[src/rtl/chess_key_pkg.sv]
// Shared key indices and key-FSM state encoding for the board-cursor key conditioner.
package chess_key_pkg;

    localparam int KEY_LEFT  = 0;
    localparam int KEY_UP    = 1;
    localparam int KEY_DOWN  = 2;
    localparam int KEY_RIGHT = 3;
    localparam int NUM_KEYS  = 4;

    typedef enum logic [1:0] {
        IDLE   = 2'd0,
        DELAY  = 2'd1,
        REPEAT = 2'd2
    } key_state_e;

endpackage

[src/rtl/chess_key_debounce.sv]
// One key: 2-flop synchroniser, debounce counter and press/repeat FSM producing a raw move pulse.
//
// state  | meaning
// IDLE   | key released; a stable rising edge emits the first pulse
// DELAY  | key held, waiting REPEAT_DELAY clocks before auto-repeat
// REPEAT | key held, one pulse every REPEAT_PERIOD clocks
module chess_key_debounce
    import chess_key_pkg::*;
#(
    parameter int unsigned DEBOUNCE_CYCLES = 500_000,
    parameter int unsigned REPEAT_DELAY    = 25_000_000,
    parameter int unsigned REPEAT_PERIOD   = 10_000_000,
    parameter bit          REPEAT_EN       = 1'b1
) (
    input  logic clock,
    input  logic resetApp,
    input  logic pressed_i,
    output logic held_o,
    output logic pulse_o
);

    localparam int unsigned RMAX = (REPEAT_DELAY > REPEAT_PERIOD) ? REPEAT_DELAY : REPEAT_PERIOD;
    localparam int DW = $clog2(DEBOUNCE_CYCLES + 1);
    localparam int RW = $clog2(RMAX + 1);
    localparam logic [DW-1:0] DEB_LAST = DW'(DEBOUNCE_CYCLES - 1);
    localparam logic [RW-1:0] RD_LAST  = RW'(REPEAT_DELAY - 1);
    localparam logic [RW-1:0] RP_LAST  = RW'(REPEAT_PERIOD - 1);

    logic          sync1_q, sync_q;
    logic          stable_q, stable_d;
    logic [DW-1:0] dcnt_q, dcnt_d;
    logic [RW-1:0] rcnt_q, rcnt_d;
    key_state_e    state_q, state_d;

    always_ff @(posedge clock or posedge resetApp) begin
        if (resetApp) begin
            sync1_q  <= 1'b0;
            sync_q   <= 1'b0;
            stable_q <= 1'b0;
            dcnt_q   <= '0;
            rcnt_q   <= '0;
            state_q  <= IDLE;
        end else begin
            sync1_q  <= pressed_i;
            sync_q   <= sync1_q;
            stable_q <= stable_d;
            dcnt_q   <= dcnt_d;
            rcnt_q   <= rcnt_d;
            state_q  <= state_d;
        end
    end

    // Counter measures how long sync has disagreed with the accepted level; any agreement restarts it.
    always_comb begin
        stable_d = stable_q;
        dcnt_d   = '0;
        if (sync_q != stable_q) begin
            if (dcnt_q == DEB_LAST) begin
                stable_d = sync_q;
            end else begin
                dcnt_d = dcnt_q + 1'b1;
            end
        end
    end

    always_comb begin
        state_d = state_q;
        rcnt_d  = rcnt_q;
        pulse_o = 1'b0;
        case (state_q)
            IDLE: begin
                if (stable_q) begin
                    pulse_o = 1'b1;
                    state_d = DELAY;
                    rcnt_d  = '0;
                end
            end
            DELAY: begin
                if (!stable_q) begin
                    state_d = IDLE;
                end else if (REPEAT_EN) begin
                    if (rcnt_q == RD_LAST) begin
                        pulse_o = 1'b1;
                        state_d = REPEAT;
                        rcnt_d  = '0;
                    end else begin
                        rcnt_d = rcnt_q + 1'b1;
                    end
                end
            end
            REPEAT: begin
                if (!stable_q) begin
                    state_d = IDLE;
                end else if (rcnt_q == RP_LAST) begin
                    pulse_o = 1'b1;
                    rcnt_d  = '0;
                end else begin
                    rcnt_d = rcnt_q + 1'b1;
                end
            end
            default: state_d = IDLE;
        endcase
    end

    assign held_o = stable_q;

endmodule

[src/rtl/chess_key_conditioner.sv]
// Four debounced keys feeding a registered priority arbiter (Left > Up > Down > Right).
// resetApp is expected to arrive with its release already synchronised to clock.
module chess_key_conditioner
    import chess_key_pkg::*;
#(
    parameter int unsigned DEBOUNCE_CYCLES = 500_000,
    parameter int unsigned REPEAT_DELAY    = 25_000_000,
    parameter int unsigned REPEAT_PERIOD   = 10_000_000,
    parameter bit          REPEAT_EN       = 1'b1,
    parameter bit          KEY_ACTIVE_LOW  = 1'b1
) (
    input  logic                clock,
    input  logic                resetApp,
    input  logic [NUM_KEYS-1:0] KeyRaw,
    output logic                KeyLeft,
    output logic                KeyUp,
    output logic                KeyDown,
    output logic                KeyRight,
    output logic [NUM_KEYS-1:0] KeyHeld,
    output logic                KeyConflict
);

    logic [NUM_KEYS-1:0] pressed;
    logic [NUM_KEYS-1:0] raw_pulse;
    logic [NUM_KEYS-1:0] move_q, move_d;
    logic                conflict_q, conflict_d;

    assign pressed = KeyRaw ^ {NUM_KEYS{KEY_ACTIVE_LOW}};

    for (genvar k = 0; k < NUM_KEYS; k++) begin : g_key
        chess_key_debounce #(
            .DEBOUNCE_CYCLES(DEBOUNCE_CYCLES),
            .REPEAT_DELAY   (REPEAT_DELAY),
            .REPEAT_PERIOD  (REPEAT_PERIOD),
            .REPEAT_EN      (REPEAT_EN)
        ) u_key (
            .clock    (clock),
            .resetApp (resetApp),
            .pressed_i(pressed[k]),
            .held_o   (KeyHeld[k]),
            .pulse_o  (raw_pulse[k])
        );
    end

    // Lowest set bit wins since bit 0 (Left) has the highest priority; losers are dropped.
    always_comb begin
        move_d     = raw_pulse & (~raw_pulse + 1'b1);
        conflict_d = (raw_pulse != move_d);
    end

    always_ff @(posedge clock or posedge resetApp) begin
        if (resetApp) begin
            move_q     <= '0;
            conflict_q <= 1'b0;
        end else begin
            move_q     <= move_d;
            conflict_q <= conflict_d;
        end
    end

    assign KeyLeft     = move_q[KEY_LEFT];
    assign KeyUp       = move_q[KEY_UP];
    assign KeyDown     = move_q[KEY_DOWN];
    assign KeyRight    = move_q[KEY_RIGHT];
    assign KeyConflict = conflict_q;

endmodule

[config.mk]
export PLATFORM = sky130hd
export DESIGN_NAME = chess_key_conditioner
export DESIGN_NICKNAME = d
export VERILOG_FILES = /design/src/rtl/chess_key_pkg.sv /design/src/rtl/chess_key_debounce.sv /design/src/rtl/chess_key_conditioner.sv
export SDC_FILE = /design/constraint.sdc
export NUM_CORES = 1
export LEC_CHECK = 0
export ABC_AREA = 1
export CAP_MARGIN = 25
export CORE_ASPECT_RATIO = 0.7
export CORE_MARGIN = 2
export CORE_UTILIZATION = 57
export DETAILED_ROUTE_END_ITERATION = 7
export PLACE_DENSITY = 0.73
export SLEW_MARGIN = 20
export SYNTH_ARGS = -nofsm -noshare
export SYNTH_HDL_FRONTEND = slang
export SYNTH_SLANG_ARGS = --single-unit
[constraint.sdc]
create_clock -name clock -period 11.9 [get_ports clock]
set_input_delay 1.19 -clock clock [delete_from_list [all_inputs] [get_ports clock]]
set_output_delay 1.19 -clock clock [all_outputs]
set_load 0.01 [all_outputs]
---- Word level (Yosys, flattened, before mapping) ----
Cells that the tools add are included.
cells by class
  add/subtract/negate cells ............... 9
  $mul .................................... 0
  divide/modulo/power cells ............... 0
  order comparisons ....................... 0
  equality and inequality tests ........... 45
  shifts and indexed selects .............. 0
  mux-type cells .......................... 76
  bitwise operators ....................... 3
  reductions and logical operators ........ 20
operator list
  kind                   number
  $mux 25                20
  $pmux 25 s3            4
  $mux 19                8
  $add 25x1->25 const B  4
  $eq 25x24->1 const B   4
  $eq 25x25->1 const B   4
  $add 19x1->19 const B  4
  $eq 19x19->1 const B   4
  $mux 2                 16
  $ne 2x1->1 const B     12
  $pmux 2 s3             4
  $mux 1                 20
  $reduce_and 4->1       4
  $ne 3x3->1 const B     4
  $pmux 1 s3             4
  $reduce_and 3->1       4
  $reduce_bool 3->1      4
  $eq 2x1->1 const B     4
  $eq 2x2->1 const B     4
  $logic_not 2->1        4
  $ne 2x2->1 const B     4
  $not 4->4              2
  $reduce_and 2->1       4
  $add 4x1->4 const B    1
  other kinds (3)        6
storage, ports and cells
  register bits after elaboration ......... 201
  latch bits .............................. 0
  memory bits (writable) .................. 0
  memory bits (read-only) ................. 0
  input port bits ......................... 6
  output and inout port bits .............. 9
  logic and storage cells ................. 179
  memories kept ........................... 0

---- Logic depth before layout (Yosys ltp) ----
Gate-level depths: netlist of the first run.
  depth after elaboration ................. 8
  mapped depth ............................ 14
  depth with buffers taken out ............ 14

---- Modules after synthesis ----
Synthesis of the first run repeated with hierarchy kept, for this count alone.
second synthesis, totals
  cells, all modules ...................... 1832
  area total of the unflattened synthesis .. 13534.2 um^2
by module, submodules not included
  module                                   instances  cells an instance  area an instance (um^2)  seq. area each (um^2)
  chess_key_debounce (g_key[0].u_key ...)  3          452                3334.4                   1226.2
  chess_key_debounce (g_key[3].u_key)      1          452                3330.7                   1226.2
  chess_key_conditioner                    1          24                 200.2                    125.1

---- Worst setup path before layout of the first run ----
No wires, ideal clock.
  path type ............................... flip-flop to flip-flop
  from .................................... register g_key[3].u_key.state_q[0]
  to ...................................... register g_key[3].u_key.rcnt_q[19]
  library setup time ...................... 0.120 ns
  data arrival time ....................... 1.741 ns
  required time ........................... 11.780 ns
  setup slack ............................. 10.039 ns
  stages on the path, launching flop included .. 11
  buffers on the path ..................... 0
  period minus slack after synthesis ...... 1.861 ns
  cell sequence ........................... dfrtp_1 inv_1 ha_1 nor2_1 nor2_2 nand2_1 nor2_2 inv_2 nor2_4 nand3_1 and3_1
on the way
  cells in the longest elaborated chain, start to end .. 3
  elaborated cells between the ends (all ways) .. 9
  those cells by class .................... 5 x eq/ne; 1 x mux; 3 x reduce/logical
ends and longest elaborated chain
  what                                                                     line                      RTL
  start, declared                                                          chess_key_debounce.sv:33  key_state_e state_q, state_d;
  start signal, assigned                                                   chess_key_debounce.sv:49  state_q <= state_d;
  $eq 2x2->1, or another cell as far along                                 chess_key_debounce.sv:70  case (state_q)
  $ne 2x1->1 (no source line) / $reduce_bool 3->1 (equally long branches)  -
  $reduce_and 4->1 (no source line)                                        -
  end signal, assigned                                                     chess_key_debounce.sv:48  rcnt_q <= rcnt_d;
  end, declared                                                            chess_key_debounce.sv:32  logic [RW-1:0] rcnt_q, rcnt_d;
Several ways; a longest one is shown, not always the timed one.
A chain may end at the register's enable or synchronous reset.

---- Worst setup path in the final report of the first run ----
  from .................................... register g_key[2].u_key.state_q[0]
  to ...................................... register g_key[2].u_key.rcnt_q[15]
on the way
  cells in the longest elaborated chain, start to end .. 3
  elaborated cells between the ends (all ways) .. 9
  those cells by class .................... 5 x eq/ne; 1 x mux; 3 x reduce/logical
ends and longest elaborated chain
  what                                                                     line
  start, declared                                                          chess_key_debounce.sv:33
  start signal, assigned                                                   chess_key_debounce.sv:49
  $eq 2x2->1, or another cell as far along                                 chess_key_debounce.sv:70
  $ne 2x1->1 (no source line) / $reduce_bool 3->1 (equally long branches)  -
  $reduce_and 4->1 (no source line)                                        -
  end signal, assigned                                                     chess_key_debounce.sv:48
  end, declared                                                            chess_key_debounce.sv:32
Several ways; a longest one is shown, not always the timed one.

==> flow_metrics.tcl, run 1 <==
set metrics [dict create \
    outcome "finished, final reports clean" \
    r2r_slack_ns 8.84 \
    whs_ns 0.347 \
    ys_seq_area_share_pct 43.7 \
    synth_top_area_share_pct 43.7 \
    grt_use_total_pct 22.7 \
    start_util_pct 58.1 \
    rsz0062_at_grt "false" \
    fill_cells 1737 \
    path_cells "inv_1 -> ha_1 -> inv_1 -> a31oi_1 -> nor2_2 -> inv_1 -> a21oi_2 -> inv_1 -> o21ai_0 -> a21oi_1" \
    worst_pin_slew_ns 0.985 \
    ys.flop_type "dfrtp_1" \
    die_h_um 123 \
    coreArea_sq_um 19800 \
    startpoint_type "flip-flop" \
    p_leak_nw 5.64 \
    diodes 0 \
    htree_levels 1 \
    synth_top_family_by_area "simple AND/OR/NAND/NOR gates" \
    die_area_sq_um 21400 \
    synth_compound_area_share_pct 7.30 \
    hold_path_end "g_key[1].u_key.sync_q$_DFF_PP0_" \
    antenna_found_initial 0 \
    io_pins 15 \
    setup_violations 0 \
    first_iter_violations 975 \
    synth_cell_type_count 51 \
    fmax_mhz 326 \
    synth_edf_count 0 \
    arrival_ns 3.45 \
    cp_slowest_cell "a21oi_2" \
    yosys.area_share.xor_xnor_pct 4.26 \
    synthSimpleGateAreaFrac_pct 33.5 \
    slew_viol_final 0 \
    r2r_cells 10 \
    grt_max_degree 130 \
    layout_commonest_cell "nand2_1" \
    drive_gt1_share_pct 9.08 \
    avgSynthCellArea_sq_um 7.76 \
    syn_to_final_growth_pct 9.75 \
    cts_tree "built" \
    wl_per_cell_um 13.2 \
    worstReg2RegStart "g_key[2].u_key.state_q[0]$_DFFE_PP0P_" \
    totalWireLength_mm 23.6 \
    port_buffers 14 \
    skew_ns 0.00976 \
    syn_nets 1512 \
    synthAdderAreaFrac_pct 2.61 \
    drc 0 \
    cellPowerDensity_nw_per_um2 112 \
    synth_area_sq_um 11500 \
    nets 1533 \
    hp-start "g_key[1].u_key.sync1_q$_DFF_PP0_" \
    crit_path_max_incr_delay_ns 0.80 \
    clkSinkCount 201 \
    design_area_sq_um 12600 \
    vdd_drop_max_v 0.000109 \
    hold_viol 0 \
    grt_overflow 0 \
    cts_setup_buffers 0 \
    cp_common_cell "inv_1" \
    ys_seq_elements 201 \
    timing.rr.end "g_key[2].u_key.rcnt_q[15]$_DFFE_PP0P_" \
    first_global_vias 8428 \
    crit_family "compound AO/OA/AOI/OAI gates" \
    hold_path_depth 0 \
    first_pass_iters 5 \
    dr_total_vias 9373 \
    synthCells 1482 \
    final.period_utilization_pct 25.7 \
    cp_max_fo 20 \
    ant_nets 0 \
    numCtsBuffers 22 \
    ys_top_cells_by_area "dfrtp_1, nand2_1, nor2_1" \
    ctsHoldBuffers 0 \
    clockRootBuffer "clkbuf_16" \
    grt_pass1_wl_mm 40.5 \
    synth_area_leader_cell "dfrtp_1" \
    min_path_type "reg2reg" \
    tns_ns 0 \
    final_cell_mix "nand2_1, nor2_1, inv_1, dfrtp_1, nand3_1" \
    clockBufferDepth 3 \
    path_clk_slew_ns 0.06 \
    dpl.hpwl_mm 16.9 \
    synthArstFlopShare_pct 100 \
    cts_resized 0 \
    row_count 43 \
    dieWidth_um 174 \
    viasPerCell 5.24 \
    gp_congestion 0.902 \
    total_power_w 0.00141 \
    slew_headroom_pct 34.3 \
    post-route-min-period_ns 3.06 \
    end_kind "flip-flop" \
    path_buf_inv 4 \
    synthMuxAreaShare_pct 0.391 \
    clkLatencyLatePin_ns 0.50 \
    worstPathRequired_ns 12.29 \
    ys_warn_count 0 \
    place_area_sq_um 11900 \
    path_class "reg2reg" \
    cap_violations 0 \
]
[state kept, by name, indices dropped and copies added, names as in the netlist]
register and cells:
g_key.u_key.state_q 8, g_key.u_key.sync1_q 4, g_key.u_key.held_o 4, KeyConflict 1
g_key.u_key.sync_q 4, g_key.u_key.rcnt_q 100, g_key.u_key.dcnt_q 76, move_q 4
[synthesized netlist by cell type (2+ instances only)]
cell and n:
xnor2_1 13, nor3_4 6, clkinv_1 2, ha_1 24
mux2_2 4, nor3b_2 2, and3_1 3, nor3_2 6
or2_2 5, xor2_1 43, nor3_1 60, nand3_2 14
nand2_1 289, nor2_4 10, nor2_1 237, o211a_1 3
nor3b_1 11, dfrtp_1 201, inv_2 8, a21oi_1 59
clkbuf_1 2, nand3_1 81, a211oi_1 9, nand4_1 35
o21a_1 3, nand3_4 2, a21oi_2 3, nor2_2 21
inv_1 210, nand3b_1 3, nor4_1 8, buf_6 3
buf_4 6, o21ai_1 3, nand2_2 12, o22ai_1 7
buf_2 6, a31oi_1 6, o21ai_0 50
[area by class of cell]
cell class              instances  area (sq um)  area share, %
clock buffers                  32           679           5.38
clock inverters                 8          71.3          0.565
inverters                     220           833           6.60
multi-input cells            1043          5530           43.8
flip-flops and latches        201          5030           39.8
well taps                     270           338           2.68
repair buffers                 15           148           1.17
[kinds of logic (layout without fill, tap and decap cells)]
logic type / Yosys count / after routing
AO/OA/AOI/OAI: 148 / 148
flip-flops: 201 / 201
XOR/XNOR: 56 / 56
multiplexers: 4 / 4
AND/OR/NAND/NOR: 811 / 811
adder cells (fa/ha/maj): 24 / 24
buffers and inverters: 238 / 275
[metal layers]
metal	vias to the layer above	track usage (%)	part of all wire [%]	wire length [um]
met1	4324	37.7	54	12700
met5	-	0	0	0
met4	0	3.73	1.6	368
met3	31	2.73	5.0	1180
li1	4803	-	-	-
met2	215	31.8	40	9350
[metrics by stage]
| step | utilization, % | std cells | setup WS [ns] |
|---|---|---|---|
| 2_1_floorplan | - | 1482 | 5.23 |
| 6_report | 63.8 | 1789 | 8.84 |
| 3_5_place_dp | 60.0 | 1749 | 8.51 |
| 3_3_place_gp | 60.0 | 1749 | 8.54 |
| 4_1_cts | 63.8 | 1789 | 8.86 |
| 5_1_grt | 63.8 | 1789 | 8.65 |
[power breakdown]
group / internal, W / total (W) / switching (W)
combinational: 0.00000633 / 0.0000285 / 0.0000222
sequential: 0.000688 / 0.000692 / 0.00000352
clock: 0.000418 / 0.000693 / 0.000275
total: 0.00111 / 0.00141 / 0.000300
[worst max-delay path by stage]
stage,start,to,slack [ns],cells past startpoint
2_1_floorplan,resetApp,KeyConflict$_DFF_PP0_,5.23,1
3_3_place_gp,resetApp,g_key[1].u_key.dcnt_q[8]$_DFF_PP0_,8.54,3
3_5_place_dp,resetApp,g_key[3].u_key.dcnt_q[13]$_DFF_PP0_,8.51,3
4_1_cts,g_key[2].u_key.state_q[0]$_DFFE_PP0P_,g_key[2].u_key.rcnt_q[15]$_DFFE_PP0P_,8.86,10
5_1_grt,g_key[2].u_key.state_q[0]$_DFFE_PP0P_,g_key[2].u_key.rcnt_q[15]$_DFFE_PP0P_,8.65,10
6_report,g_key[2].u_key.state_q[0]$_DFFE_PP0P_,g_key[2].u_key.rcnt_q[15]$_DFFE_PP0P_,8.84,10
No activity file was read; power rests on OpenSTA's default activity.
==> run 2, diff against run 1 <==
--- a/config.mk
+++ b/config.mk
@@ -11,7 +11,7 @@
 export CORE_MARGIN = 2
 export CORE_UTILIZATION = 57
 export DETAILED_ROUTE_END_ITERATION = 7
-export PLACE_DENSITY = 0.73
+export PLACE_DENSITY = 0.76
 export SLEW_MARGIN = 20
 export SYNTH_ARGS = -nofsm -noshare
 export SYNTH_HDL_FRONTEND = slang
==> constraint.sdc (replaced) <==
create_clock -name clock -period 2.7 [get_ports clock]
set_input_delay 0.27 -clock clock [delete_from_list [all_inputs] [get_ports clock]]
set_output_delay 0.27 -clock clock [all_outputs]
set_load 0.01 [all_outputs]
==> flow_metrics.tcl, run 2 (synthesis gave the netlist of run 1 again) <==
set metrics [dict create \
    diodes 0 \
    final_cell_mix "nand2_1, nor2_1, inv_1, dfrtp_1, nand3_1" \
    path_cells "inv_1 -> ha_1 -> nor2_1 -> a21oi_1 -> nand2_1 -> inv_1 -> nand2_2 -> nor2_2 -> nand3_1 -> nor2_2 -> nand2_1 -> nand2_1 -> nor2_1" \
    worstReg2RegStart "g_key[0].u_key.state_q[0]$_DFFE_PP0P_" \
    clockBufferDepth 3 \
    numCtsBuffers 20 \
    die_area_sq_um 21400 \
    cp_common_cell "nand2_1" \
    io_pins 15 \
    viasPerCell 5.30 \
    regMostFlops "g_key.u_key.rcnt_q" \
    cts_setup_buffers 0 \
    final_cells 1795 \
    hp-start "KeyRaw[1]" \
    coreArea_sq_um 19800 \
    hold_path_depth 2 \
    path_class "reg2reg" \
    min_path_type "in2reg" \
    cap_violations 0 \
    row_count 43 \
    clockRootBuffer "clkbuf_16" \
    setup_violations 0 \
    final.period_utilization_pct 81.7 \
    cts_tree "built" \
    nets 1542 \
    drive_gt1_share_pct 9.51 \
    switching_share_pct 21.8 \
    grt_pass1_wl_mm 40.4 \
    layout_commonest_cell "nand2_1" \
    r2r_cells 13 \
    switchingPower_w 0.00129 \
    drc 0 \
    dieWidth_um 174 \
    placed_cells 1760 \
    p_comb_share_pct 2.2 \
    largest_registers "g_key.u_key.rcnt_q: 100 flops, g_key.u_key.dcnt_q: 76 flops, g_key.u_key.state_q: 8 flops" \
    skew_ns 0.00851 \
    gp_congestion 0.898 \
    dp_slack_ns 0.518 \
    ant_nets 0 \
    slew_viol_final 0 \
    die_h_um 123 \
    place_area_sq_um 12000 \
    design_area_sq_um 12600 \
    crit_path_max_incr_delay_ns 0.41 \
    cp_slowest_cell "ha_1" \
    slew_headroom_pct 59.8 \
    p_leak_nw 5.65 \
    power.internal_w 0.00462 \
    clkLatencyLatePin_ns 0.50 \
    grt_max_degree 84 \
    port_buffers 14 \
    clkPwrFrac_pct 46.2 \
    cellPowerDensity_nw_per_um2 468 \
    crit_family "simple AND/OR/NAND/NOR gates" \
    start_util_pct 58.1 \
    path_clk_slew_ns 0.07 \
    vdd_drop_max_v 0.000458 \
    dpl.hpwl_mm 17.2 \
    dr_total_vias 9512 \
    totalWireLength_mm 23.4 \
    rsz0062_at_grt "false" \
    path_buf_inv 2 \
    worst_pin_slew_ns 0.603 \
    startpoint_type "flip-flop" \
    wl_per_cell_um 13.0 \
    grt_overflow 0 \
    first_iter_violations 760 \
    syn_to_final_growth_pct 9.70 \
    grt_use_total_pct 22.6 \
    clkSinkCount 201 \
    whs_ns 0.239 \
    fin_util_pct 63.8 \
    setup_slack_ns 0.493 \
    timing.rr.end "g_key[0].u_key.rcnt_q[19]$_DFFE_PP0P_" \
    arrival_ns 2.60 \
    cts_resized 0 \
    hold_viol 0 \
    fmax_mhz 453 \
    first_global_vias 8629 \
    ctsHoldBuffers 0 \
    antenna_found_initial 0 \
    largest_register_ffs 100 \
    first_pass_iters 5 \
    outcome "finished, final reports clean" \
    worstPathRequired_ns 3.10 \
    post-route-min-period_ns 2.21 \
    hold_path_end "g_key[1].u_key.sync1_q$_DFF_PP0_" \
    pwr-share-seq_pct 51.6 \
    end_kind "flip-flop" \
    r2r_slack_ns 0.49 \
    cp_max_fo 7 \
    htree_levels 1 \
]
==> run 2: cell count changes in the layout (fill, tap and decap cells not counted), moves of 2 or more <==
cell       delta
buf_4         +9
buf_12        +2
clkbuf_16     -2
clkbuf_8      -2
clkinv_2      +2
==> run 2: cell type report <==
cell class / count / area, sq um
clock inverters: 8 / 42.5
multi-input cells: 1043 / 5530
repair buffers: 26 / 255
flip-flops and latches: 201 / 5030
well taps: 270 / 338
clock buffers: 27 / 598
inverters: 220 / 830
fillers: 1679 / 7180
==> run 2: power by group through the flow <==
stage                     sequential [W]  clock [W]  combinational, W
after floorplan                  0.00310          0         0.0000912
after global placement           0.00310          0          0.000135
after detailed placement         0.00310          0          0.000136
after CTS                        0.00305    0.00279          0.000136
after global routing             0.00305    0.00290          0.000153
final                            0.00305    0.00273          0.000130
==> run 2: per-layer routing <==
| layer | GRT usage (%) | wire length (um) | share of wire (%) | vias to the layer above |
|---|---|---|---|---|
| met5 | 0 | 0 | 0 | - |
| li1 | - | - | - | 4815 |
| met4 | 4.88 | 338 | 1.4 | 0 |
| met3 | 3.56 | 1500 | 6.4 | 25 |
| met2 | 32.8 | 9610 | 41 | 284 |
| met1 | 35.5 | 11900 | 51 | 4388 |
==> run 2: worst max path at each step <==
stage / slack (ns) / to / start / cells after the start
global placement: 0.64 / g_key[0].u_key.rcnt_q[19]$_DFFE_PP0P_ / g_key[0].u_key.state_q[0]$_DFFE_PP0P_ / 10
finish: 0.49 / g_key[0].u_key.rcnt_q[19]$_DFFE_PP0P_ / g_key[0].u_key.state_q[0]$_DFFE_PP0P_ / 13
CTS: 0.52 / g_key[0].u_key.rcnt_q[10]$_DFFE_PP0P_ / g_key[0].u_key.state_q[0]$_DFFE_PP0P_ / 9
global route: 0.20 / g_key[0].u_key.rcnt_q[19]$_DFFE_PP0P_ / g_key[0].u_key.state_q[0]$_DFFE_PP0P_ / 13
floorplan: -0.17 / KeyConflict$_DFF_PP0_ / resetApp / 1
detailed placement: 0.52 / g_key[0].u_key.rcnt_q[10]$_DFFE_PP0P_ / g_key[0].u_key.state_q[0]$_DFFE_PP0P_ / 9
==> run 2: metrics by stage <==
stage | setup TNS (ns) | total power (W)
floorplan | -34.64 | 0.00319
global placement | 0 | 0.00324
detailed placement | 0 | 0.00324
CTS | 0 | 0.00598
global route | 0 | 0.00610
finish | 0 | 0.00591
==> run 3, diff against run 2 <==
--- a/config.mk
+++ b/config.mk
@@ -11,7 +11,7 @@
 export CORE_MARGIN = 2
 export CORE_UTILIZATION = 57
 export DETAILED_ROUTE_END_ITERATION = 7
-export PLACE_DENSITY = 0.76
+export PLACE_DENSITY = 0.73
 export SLEW_MARGIN = 20
 export SYNTH_ARGS = -nofsm -noshare
 export SYNTH_HDL_FRONTEND = slang
==> constraint.sdc (replaced) <==
create_clock -name clock -period 2.3 [get_ports clock]
set_input_delay 0.23 -clock clock [delete_from_list [all_inputs] [get_ports clock]]
set_output_delay 0.23 -clock clock [all_outputs]
set_load 0.01 [all_outputs]
==> flow_metrics.tcl, run 3 (synthesis gave the netlist of run 1 again) <==
set metrics [dict create \
    grt_overflow 0 \
    grt_max_degree 93 \
    r2r_cells 14 \
    post-route-min-period_ns 2.12 \
    startpoint_type "flip-flop" \
    slew_viol_final 0 \
    outcome "finished, final reports clean" \
    clkLatencyLatePin_ns 0.51 \
    grt-busiest-layer "met1" \
    first_pass_iters 5 \
    io_pins 15 \
    gr-usage-met1_pct 36.5 \
    largest_registers "g_key.u_key.rcnt_q: 100 flops, g_key.u_key.dcnt_q: 76 flops, g_key.u_key.state_q: 8 flops" \
    fmax_mhz 472 \
    dieWidth_um 174 \
    viasPerCell 5.22 \
    path_class "reg2reg" \
    whs_ns 0.0144 \
    clkSinkCount 201 \
    nets 1550 \
    htree_levels 1 \
    cellPowerDensity_nw_per_um2 567 \
    wl_per_cell_um 13.1 \
    syn_to_final_growth_pct 11.0 \
    worst_pin_slew_ns 0.569 \
    arrival_ns 2.55 \
    final_cell_mix "nand2_1, nor2_1, inv_1, dfrtp_1, nand3_1" \
    setup_violations 0 \
    die_h_um 123 \
    ant_nets 0 \
    die_area_sq_um 21400 \
    met3_usage_pct 3.00 \
    antenna_found_initial 0 \
    dpl.hpwl_mm 17.2 \
    drc 0 \
    min_path_type "in2async" \
    cp_max_fo 6 \
    slew_headroom_pct 61.9 \
    cap_violations 0 \
    dr_total_vias 9423 \
    regMostFlops "g_key.u_key.rcnt_q" \
    p_leak_nw 5.72 \
    final.period_utilization_pct 92.1 \
    totalWireLength_mm 23.6 \
    cts_tree "built" \
    numCtsBuffers 21 \
    worstPathRequired_ns 2.73 \
    port_buffers 14 \
    setup_slack_ns 0.181 \
    vdd_drop_max_v 0.000467 \
    diodes 0 \
    cts_setup_buffers 0 \
    dp_slack_ns 0.131 \
    grt_use_total_pct 22.8 \
    layout_commonest_cell "nand2_1" \
    clockBufferDepth 3 \
    clockRootBuffer "clkbuf_16" \
    first_global_vias 8646 \
    largest_register_ffs 100 \
    path_clk_slew_ns 0.06 \
    grtUsageMet2_pct 32.7 \
    hold_viol 0 \
    skew_ns 0.0126 \
    first_iter_violations 871 \
    start_util_pct 58.1 \
    grt_pass1_wl_mm 40.9 \
    gp_congestion 0.888 \
    row_count 43 \
    drive_gt1_share_pct 10.2 \
    coreArea_sq_um 19800 \
    end_kind "flip-flop" \
]
run 3: stage by stage:
step	util [%]	total power, W	setup TNS, ns	cell area (sq um)	instances
5_1_grt	64.5	0.00748	-0.00426	12800	1805
6_report	64.5	0.00724	0	12800	1805
3_3_place_gp	60.8	0.00380	0	12000	1767
2_1_floorplan	-	0.00375	-107.00	11500	1482
3_5_place_dp	60.8	0.00381	0	12000	1767
4_1_cts	64.4	0.00733	0	12800	1805
run 3: worst max-delay path, cell delays in order, from the launching register on:
cell and delay, ns:
dfrtp_1 0.40, inv_1 0.08, ha_2 0.22, inv_1 0.09, nand2_1 0.07, a21oi_2 0.13
nand2_2 0.08, buf_4 0.17, nor2_4 0.18, nand2_4 0.09, nor4_4 0.27, nand2_1 0.08
nand2_1 0.06, inv_1 0.03, nor2_1 0.10
run 3: worst paths after layout:
check	startpoint	endpoint	slack [ns]
worst max-delay path	g_key[0].u_key.state_q[0]$_DFFE_PP0P_	g_key[0].u_key.rcnt_q[20]$_DFFE_PP0P_	0.18
max in group asynchronous	resetApp	g_key[2].u_key.rcnt_q[1]$_DFFE_PP0P_	1.55
worst max register to register	g_key[0].u_key.state_q[0]$_DFFE_PP0P_	g_key[0].u_key.rcnt_q[20]$_DFFE_PP0P_	0.18
min in group clock	KeyRaw[1]	g_key[1].u_key.sync1_q$_DFF_PP0_	0.21
worst min register to register	g_key[0].u_key.sync1_q$_DFF_PP0_	g_key[0].u_key.sync_q$_DFF_PP0_	0.34
worst min-delay path	resetApp	g_key[0].u_key.state_q[1]$_DFFE_PP0P_	0.01
run 3: layout make-up:
cell class	count	area, sq um
sequential	201	5030
fill	1723	7030
clock inverter	11	136
tap	270	338
timing repair buffer	33	320
clock buffer	27	568
multi-input combinational	1043	5550
inverter	220	830
run 3: repair_timing:
| action | 4_1_cts | 5_1_grt |
|---|---|---|
| hold buffers | 0 | 0 |
| setup endpoints to repair | 0 | 6 |
| resized for setup | 0 | 7 |
run 3: power breakdown:
part | switching (W) | internal, W
Combinational | 0.000116 | 0.0000421
Sequential | 0.0000190 | 0.00356
Clock | 0.00141 | 0.00209
Total | 0.00155 | 0.00569
run 3: per-layer routing:
layer  share of wire (%)  vias to the layer above
li1                    -                     4837
met5                   0                        -
met3                 5.0                       34
met1                  53                     4346
met2                  41                      206
met4                 1.6                        0
